--- src/rtl/uart_frame_pkg.sv ---
// uart_frame_pkg
//   Shared definitions for the UART frame controller:
//   - state_t      : 3-bit frame parser state encoding
//   - ERR_*        : error codes reported on oERR_CODE
//   - SYNC_BYTE_DEFAULT : default frame start marker
package uart_frame_pkg;

  typedef enum logic [2:0] {
    ST_IDLE    = 3'd0,
    ST_CMD     = 3'd1,
    ST_LEN     = 3'd2,
    ST_PAYLOAD = 3'd3,
    ST_CHK     = 3'd4,
    ST_HOLD    = 3'd5
  } state_t;

  localparam logic [1:0] ERR_TIMEOUT = 2'd0;
  localparam logic [1:0] ERR_CHK     = 2'd1;
  localparam logic [1:0] ERR_LEN     = 2'd2;
  localparam logic [1:0] ERR_OVERRUN = 2'd3;

  localparam logic [7:0] SYNC_BYTE_DEFAULT = 8'hA5;

endpackage

--- src/rtl/uart_rx_timeout.sv ---
// uart_rx_timeout
//   Inter-byte timeout counter. Counts tick pulses while enabled; a tick that
//   arrives with the count at TICKS-1 produces a single-cycle expire pulse and
//   wraps the count. clr (or en low) holds the count at zero, and a cleared
//   cycle never expires, so a byte arriving with the expiring tick wins.
// Ports:
//   clk     in   clock
//   rst_n   in   asynchronous active-low reset
//   clr     in   clear the count (new byte / not in a timed state)
//   en      in   counting enabled
//   tick    in   time base pulse
//   expire  out  combinational, high for the cycle of the expiring tick
module uart_rx_timeout #(
  parameter int TICKS = 4096,
  parameter int W     = (TICKS > 1) ? $clog2(TICKS) : 1
) (
  input  logic clk,
  input  logic rst_n,
  input  logic clr,
  input  logic en,
  input  logic tick,
  output logic expire
);

  localparam logic [W-1:0] LAST = W'(TICKS - 1);

  logic [W-1:0] cnt_reg;

  always_ff @(posedge clk or negedge rst_n) begin
    if (!rst_n) begin
      cnt_reg <= '0;
    end else if (clr || !en) begin
      cnt_reg <= '0;
    end else if (tick) begin
      if (cnt_reg == LAST) cnt_reg <= '0;
      else                 cnt_reg <= cnt_reg + W'(1);
    end
  end

  assign expire = en && !clr && tick && (cnt_reg == LAST);

endmodule

--- src/rtl/uart_frame_ctrl.sv ---
// uart_frame_ctrl
//   Parses SYNC, CMD, LEN, payload, CHK frames from a UART byte stream.
//   Payload bytes are streamed to an external buffer; a good frame is held
//   (oFRAME_VALID) until iACK. Errors pulse oERR with a sticky oERR_CODE.
// Ports:
//   iCLK_50          in   system clock
//   iRST_N           in   asynchronous active-low reset
//   iRX_TICK         in   one-cycle strobe, iRX_DATA holds a new byte
//   iRX_DATA[7:0]    in   received byte
//   iBAUD_RATE_TICK  in   oversample tick, timeout time base
//   iACK             in   host consumed the presented frame
//   oWR_EN           out  payload write strobe (one cycle)
//   oWR_ADDR[AW-1:0] out  payload index
//   oWR_DATA[7:0]    out  payload byte
//   oCMD[7:0]        out  command of last good frame
//   oLEN[7:0]        out  payload length of last good frame
//   oFRAME_VALID     out  high from frame completion until acknowledged
//   oERR             out  one-cycle error pulse
//   oERR_CODE[1:0]   out  error code, held after the pulse
//   oBUSY            out  parser not idle
// MAX_LEN must be a power of two between 2 and 128 so that AW >= 1 and the
// internal index (AW+1 bits) fits in a byte.
module uart_frame_ctrl
  import uart_frame_pkg::*;
#(
  parameter int         MAX_LEN       = 16,
  parameter logic [7:0] SYNC_BYTE     = SYNC_BYTE_DEFAULT,
  parameter int         TIMEOUT_TICKS = 4096,
  parameter int         AW            = $clog2(MAX_LEN)
) (
  input  logic          iCLK_50,
  input  logic          iRST_N,
  input  logic          iRX_TICK,
  input  logic [7:0]    iRX_DATA,
  input  logic          iBAUD_RATE_TICK,
  input  logic          iACK,
  output logic          oWR_EN,
  output logic [AW-1:0] oWR_ADDR,
  output logic [7:0]    oWR_DATA,
  output logic [7:0]    oCMD,
  output logic [7:0]    oLEN,
  output logic          oFRAME_VALID,
  output logic          oERR,
  output logic [1:0]    oERR_CODE,
  output logic          oBUSY
);

  localparam int         IW        = AW + 1;
  localparam logic [7:0] MAX_LEN_B = 8'(MAX_LEN);

  state_t         state_reg, state_next;
  logic [7:0]     cmd_reg, cmd_next;
  logic [7:0]     len_reg, len_next;
  logic [7:0]     sum_reg, sum_next;
  logic [IW-1:0]  idx_reg, idx_next;
  logic           wr_en_reg, wr_en_next;
  logic [AW-1:0]  wr_addr_reg, wr_addr_next;
  logic [7:0]     wr_data_reg, wr_data_next;
  logic [7:0]     out_cmd_reg, out_cmd_next;
  logic [7:0]     out_len_reg, out_len_next;
  logic           err_reg, err_next;
  logic [1:0]     err_code_reg, err_code_next;

  logic           timed_state;
  logic           timeout_expire;
  logic [7:0]     chk_sum;

  // Every entry into a timed state happens on a received byte, so clearing
  // on iRX_TICK (and while untimed) also covers the clear-on-entry rule.
  assign timed_state = (state_reg == ST_CMD) || (state_reg == ST_LEN) ||
                       (state_reg == ST_PAYLOAD) || (state_reg == ST_CHK);

  uart_rx_timeout #(
    .TICKS (TIMEOUT_TICKS)
  ) u_timeout (
    .clk    (iCLK_50),
    .rst_n  (iRST_N),
    .clr    (iRX_TICK),
    .en     (timed_state),
    .tick   (iBAUD_RATE_TICK),
    .expire (timeout_expire)
  );

  assign chk_sum = sum_reg + iRX_DATA;

  always_ff @(posedge iCLK_50 or negedge iRST_N) begin
    if (!iRST_N) begin
      state_reg    <= ST_IDLE;
      cmd_reg      <= '0;
      len_reg      <= '0;
      sum_reg      <= '0;
      idx_reg      <= '0;
      wr_en_reg    <= 1'b0;
      wr_addr_reg  <= '0;
      wr_data_reg  <= '0;
      out_cmd_reg  <= '0;
      out_len_reg  <= '0;
      err_reg      <= 1'b0;
      err_code_reg <= '0;
    end else begin
      state_reg    <= state_next;
      cmd_reg      <= cmd_next;
      len_reg      <= len_next;
      sum_reg      <= sum_next;
      idx_reg      <= idx_next;
      wr_en_reg    <= wr_en_next;
      wr_addr_reg  <= wr_addr_next;
      wr_data_reg  <= wr_data_next;
      out_cmd_reg  <= out_cmd_next;
      out_len_reg  <= out_len_next;
      err_reg      <= err_next;
      err_code_reg <= err_code_next;
    end
  end

  always_comb begin
    state_next    = state_reg;
    cmd_next      = cmd_reg;
    len_next      = len_reg;
    sum_next      = sum_reg;
    idx_next      = idx_reg;
    wr_en_next    = 1'b0;
    wr_addr_next  = wr_addr_reg;
    wr_data_next  = wr_data_reg;
    out_cmd_next  = out_cmd_reg;
    out_len_next  = out_len_reg;
    err_next      = 1'b0;
    err_code_next = err_code_reg;

    case (state_reg)
      ST_IDLE: begin
        if (iRX_TICK && (iRX_DATA == SYNC_BYTE)) state_next = ST_CMD;
      end

      ST_CMD: begin
        if (iRX_TICK) begin
          cmd_next   = iRX_DATA;
          sum_next   = iRX_DATA;
          state_next = ST_LEN;
        end else if (timeout_expire) begin
          err_next      = 1'b1;
          err_code_next = ERR_TIMEOUT;
          state_next    = ST_IDLE;
        end
      end

      ST_LEN: begin
        if (iRX_TICK) begin
          if (iRX_DATA > MAX_LEN_B) begin
            err_next      = 1'b1;
            err_code_next = ERR_LEN;
            state_next    = ST_IDLE;
          end else begin
            len_next   = iRX_DATA;
            sum_next   = sum_reg + iRX_DATA;
            idx_next   = '0;
            state_next = (iRX_DATA == 8'd0) ? ST_CHK : ST_PAYLOAD;
          end
        end else if (timeout_expire) begin
          err_next      = 1'b1;
          err_code_next = ERR_TIMEOUT;
          state_next    = ST_IDLE;
        end
      end

      ST_PAYLOAD: begin
        if (iRX_TICK) begin
          wr_en_next   = 1'b1;
          wr_addr_next = idx_reg[AW-1:0];
          wr_data_next = iRX_DATA;
          sum_next     = sum_reg + iRX_DATA;
          idx_next     = idx_reg + IW'(1);
          // Byte just written is the last one of the payload.
          if (8'(idx_reg) == (len_reg - 8'd1)) state_next = ST_CHK;
        end else if (timeout_expire) begin
          err_next      = 1'b1;
          err_code_next = ERR_TIMEOUT;
          state_next    = ST_IDLE;
        end
      end

      ST_CHK: begin
        if (iRX_TICK) begin
          if (chk_sum == 8'd0) begin
            out_cmd_next = cmd_reg;
            out_len_next = len_reg;
            state_next   = ST_HOLD;
          end else begin
            err_next      = 1'b1;
            err_code_next = ERR_CHK;
            state_next    = ST_IDLE;
          end
        end else if (timeout_expire) begin
          err_next      = 1'b1;
          err_code_next = ERR_TIMEOUT;
          state_next    = ST_IDLE;
        end
      end

      ST_HOLD: begin
        // A byte arriving while the host still owns the frame is lost,
        // even when it lands in the same cycle as the acknowledge.
        if (iRX_TICK) begin
          err_next      = 1'b1;
          err_code_next = ERR_OVERRUN;
        end
        if (iACK) state_next = ST_IDLE;
      end

      default: state_next = ST_IDLE;
    endcase
  end

  assign oWR_EN       = wr_en_reg;
  assign oWR_ADDR     = wr_addr_reg;
  assign oWR_DATA     = wr_data_reg;
  assign oCMD         = out_cmd_reg;
  assign oLEN         = out_len_reg;
  assign oFRAME_VALID = (state_reg == ST_HOLD);
  assign oERR         = err_reg;
  assign oERR_CODE    = err_code_reg;
  assign oBUSY        = (state_reg != ST_IDLE);

endmodule

--- config.mk ---
export PLATFORM = sky130hd
export DESIGN_NAME = uart_frame_ctrl
export DESIGN_NICKNAME = d
export VERILOG_FILES = /design/src/rtl/uart_frame_pkg.sv /design/src/rtl/uart_rx_timeout.sv /design/src/rtl/uart_frame_ctrl.sv
export SDC_FILE = /design/constraint.sdc
export NUM_CORES = 1
export LEC_CHECK = 0
export CORE_ASPECT_RATIO = 0.6
export CORE_MARGIN = 5
export CORE_UTILIZATION = 40
export DETAILED_ROUTE_END_ITERATION = 8
export GPL_TIMING_DRIVEN = 0
export PLACE_DENSITY = 0.63
export SYNTH_ARGS = -nofsm -noshare
export SYNTH_HDL_FRONTEND = slang
export SYNTH_HIERARCHICAL = 1
export SYNTH_SLANG_ARGS = --single-unit
--- constraint.sdc ---
create_clock -name iCLK_50 -period 8.09 [get_ports iCLK_50]
set_input_delay 1.2135 -clock iCLK_50 [delete_from_list [all_inputs] [get_ports iCLK_50]]
set_output_delay 1.2135 -clock iCLK_50 [all_outputs]
set_load 0.1 [all_outputs]
Yosys cells after proc, flatten, opt, wreduce, memory -nomap -nowiden --
Index checks and enable logic that the tools add are counted.
Word-level totals: flip-flop bits (word level) 76, input port bits 13, output and inout bits 34, logic and storage cells 106
Operators by class: $add $sub $neg 4, order comparisons 1, eq/ne operators 19, multiplexer cells 41, bitwise operators 1, reduce and logical (&&, ||, !) cells 27
Operators with widths (number):
- 2-to-1 mux 12 bit | 3
- 2-to-1 mux 3 bit | 11
- 2-to-1 mux 8 bit | 4
- case mux 8 bit (3 select lines) | 1
- case mux 3 bit (6 select lines) | 1
- logical NOT 8 bit | 2
- inequality test 2 bit (second input constant) | 8
- 2-to-1 mux 5 bit | 3
- 2-to-1 mux 2 bit | 7
- adder 12 x 1 -> 12 bit (second input constant) | 1
- equality test 12 bit (second input constant) | 1
- case mux 5 bit (2 select lines) | 1
- AND reduction 5 bit | 2
- AND reduction 3 bit | 3
- adder 8 bit | 1
- equality test 5 x 8 -> 1 bit | 1
- equality test 8 bit (second input constant) | 1
- > comparator 8 x 5 -> 1 bit (second input constant) | 1
- 2-to-1 mux 1 bit | 8
- case mux 2 bit (4 select lines) | 1
- subtractor 8 x 1 -> 8 bit (second input constant) | 1
- equality test 3 x 2 -> 1 bit (second input constant) | 2
- equality test 3 bit (second input constant) | 2
- inequality test 3 x 2 -> 1 bit (second input constant) | 2
- 15 further kinds | 25

Depth between registers and ports, before layout --
word-level depth 10, mapped depth 11, depth with buffers taken out 9

By module --
The synthesis kept the hierarchy.
By module, submodules not included:
- uart_frame_ctrl | instances 1, cells each 365, area each 3493.4 sq um, seq. area each 1601.5 sq um
- uart_rx_timeout | instances 1, cells each 78, area each 705.7 sq um, seq. area each 300.3 sq um

Least setup slack after synthesis --
Ideal clock, no wire load.
path kind input port to flip-flop, from input port iRX_DATA[0], to register out_cmd_reg[0] (netlist: oCMD[0]), setup time 125 ps, data arrival time 3625 ps, data required time 7965 ps, setup slack 4340 ps, cell stages on the path 11, path buffers 2, cells stage by stage ha_1 > inv_1 > fa_1 > nand2b_1 > a21oi_1 > xor2_1 > nor4b_1 > or4b_1 > buf_6 > buf_12 > mux2_4
On the way: word-level cells in the longest chain between the ends 3
Ends and longest elaborated chain:
- start: declaration | RTL line uart_frame_ctrl.sv:34 | input logic [7:0] iRX_DATA,
- adder 8 bit | RTL line uart_frame_ctrl.sv:84 | assign chk_sum = sum_reg + iRX_DATA;
- logical NOT 8 bit | RTL line uart_frame_ctrl.sv:184 | if (chk_sum == 8'd0) begin
- AND reduction 3 bit (no line)
- end signal: assignment | RTL line uart_frame_ctrl.sv:109 | out_cmd_reg <= out_cmd_next;
- end: declaration | RTL line uart_frame_ctrl.sv:59 | logic [7:0] out_cmd_reg, out_cmd_next;
No other way between the ends. A chain may end at the register's enable or synchronous reset.

Worst setup path in the final report --
from input port iRX_DATA[0], to register out_cmd_reg[3] (netlist: oCMD[3])
The elaborated chain is that of the path after synthesis.

==> metrics <==
area of the multi-input gates 2130 µm²; clk buf depth 2; later-pin clock latency in the skew report 0.34 ns; crit path kind input port to flip-flop; vias in the first global route 3,365; Final Cell Area 5180 µm²; Root Driver clkbuf_16; Synth top area share 45.3%; r2r setup slk 4.77 ns; Die X 142 µm; max FFs per register 12; area leader, netlist dfrtp_1; via count 3,548; setup ws final 3.44 ns; Post-CTS Setup Bufs 0; sw power 0.422 mW; H-tree depth 3; total die area 12,700 µm²; depth of the most critical reg-to-reg path 11; unrepaired setup endpoints after global routing false; io pins 47; Cells after DPL 629; clock power share 34.4%; total track usage 17.4%; Layout Skew 0.00937 ns; CP endpoint kind flip-flop; worst vdd ir 0.147 mV; Seq/Total Area, Yosys 45.3%; top post-synthesis cells by count dfrtp_1 (76), nand2_1 (69), nor2_1 (34); Leakage Power 2.31 nW; CP Launch Type input port; MaxCap Viol Count 0; Starting Density 40.3%; Sw Ratio 33.9%; total negative slack 0 ns; Min Clock Period, post-route 4.65 ns; DP Area 4860 µm²; Slew Viols, Final 0; Netlist cell types 58; Num CTS Buffers 9; Hold Buf Count CTS 0; Post-DP HPWL 7760 µm; Reg-to-Reg Start sum_reg[0]; HP Class flip-flop to flip-flop; worst slack, placed 3.12 ns; final worst path period share 57.5%; Ys Warns 6; Ant. Diodes 0; Final Hold Fails 0; I/O Buffers 46; Layout area overhead 23.3%; FF+latch area 1900 µm²; DR vias/cell 5.50; Initial DRC Count 291; Synth area leaders dfrtp_1 (45%), nand2_1 (6.2%), mux2_2 (4.3%), a21oi_1 (3.2%), nor2_1 (3.0%); final core occ 49.7%; Worst Min Path Start oWR_DATA[5]; antenna-violating nets left 0; syn_area_per_cell 9.48 µm²; Placeable Area 10,400 µm²; Top Usage Layer GRT met1; pwr dens 240 nW/µm²; sequential power share 37.1%; worst slew pin tran 1.03 ns; clock sink count 76; Post-synth EDFFs 0; most common cell in the synthesized netlist dfrtp_1; sink of the worst hold path oWR_DATA[5]; met1 Use GR 25.4%; reg-to-reg endpoint oCMD[3]; f_max 0.215 GHz; drt first pass iters 5; # resized after CTS 0; initial antenna violation count 0; flops & latches, synth 76; status complete, no violations; post-route insts no fill 645; Residual DRC 0; Avg WL per Cell 16.3 µm; Comb pwr share 28.5%; largest net degree at the start of global routing 48; total wire length 10,500 µm; total grt overflow 0; Synth Cell Area 4200 µm²; final setup violation count 0; CP arrival 4.87 ns; worst-path maximum fanout 10; Syn Nets 467; Cell Rows 29; internal power 0.821 mW; Hold Crit Depth 2; CTS tree built; first-pass GRT wire length 17,300 µm; final layout net count 525; top_reg_cell synth dfrtp_1; Post-synth ARST share 100%; fraction of layout cells with a size suffix above 1 9.68%; met2 GRT Util 24.4%; die span in y 89.4 µm; worst path required time 8.30 ns; Slew Limit Headroom 31.1%; Routability Congestion 0.961; clock slew seen by the registers of the worst setup and hold paths 0.06 ns; Synth Instances 443; fill cell count 947; met3 Track Usage GR 6.47%
-- routing by layer --
metal,wire (µm),vias to the layer above
met3,860,10
met2,4230,115
met5,0,-
met4,72,0
met1,5350,1731
li1,-,1692
-- per-stage QoR --
stage,hold slack (ns),power (mW)
floorplan,0.468,0.724
global placement,0.460,0.807
detailed placement,0.466,0.819
global route,0.500,1.31
finish,0.478,1.24
CTS,0.483,1.25
-- critical path: stages --
cell	delay, ns
clkdlybuf4s50_1	0.73
ha_1	0.25
inv_1	0.06
fa_1	0.39
nand2b_1	0.21
a21oi_1	0.17
xor2_1	0.11
nor4b_1	0.59
or4b_1	0.51
buf_6	0.17
buf_12	0.15
mux2_4	0.29
-- area by class of cell --
cell class                 count  area share [%]
multi-input combinational    331            41.1
sequential                    76            36.7
timing repair buffer          47            9.38
clock buffer                  10            4.42
tap                          139            3.36
buffer                        18            1.96
clock inverter                 6            1.72
inverter                      18            1.31
-- cells in the final DEF (no fill, tap or decap), drive strengths merged, types with 10 or more instances in the layout --
| master | n |
|---|---|
| a21oi | 27 |
| clkbuf | 23 |
| clkdlybuf4s50 | 45 |
| dfrtp | 76 |
| ha | 10 |
| inv | 17 |
| mux2 | 24 |
| nand2 | 69 |
| nand2b | 10 |
| nand3 | 12 |
| nand4 | 10 |
| nor2 | 34 |
| nor3 | 12 |
| o21ai | 24 |
| xnor2 | 13 |
-- power by group through the flow --
stage	combinational [mW]	clock [mW]	sequential [mW]
floorplan	0.198	0	0.526
global placement	0.342	0	0.465
detailed placement	0.353	0	0.467
CTS	0.356	0.436	0.461
global route	0.391	0.453	0.467
finish	0.354	0.428	0.461
-- cell families after synthesis --
kind of cell | count (synthesis) | share of synthesized area, %
mux | 27 | 7.87
xor+xnor | 22 | 4.59
buf+inv | 36 | 4.02
flops | 76 | 45.3
fa+ha+maj | 11 | 3.46
compound gates | 88 | 13.1
simple gates | 183 | 21.7
-- how the worst max path moves through the flow --
stage / from / endpoint / depth (start not counted)
after floorplan: iRX_DATA[0] / oCMD[0] / 11
after global placement: iRST_N / sum_reg[3] / 1
after detailed placement: iRX_DATA[0] / oCMD[4] / 12
after CTS: iRX_DATA[0] / oCMD[3] / 12
after global routing: iRX_DATA[0] / oCMD[5] / 12
final: iRX_DATA[0] / oCMD[3] / 12
(Power assumes the default switching activity.)
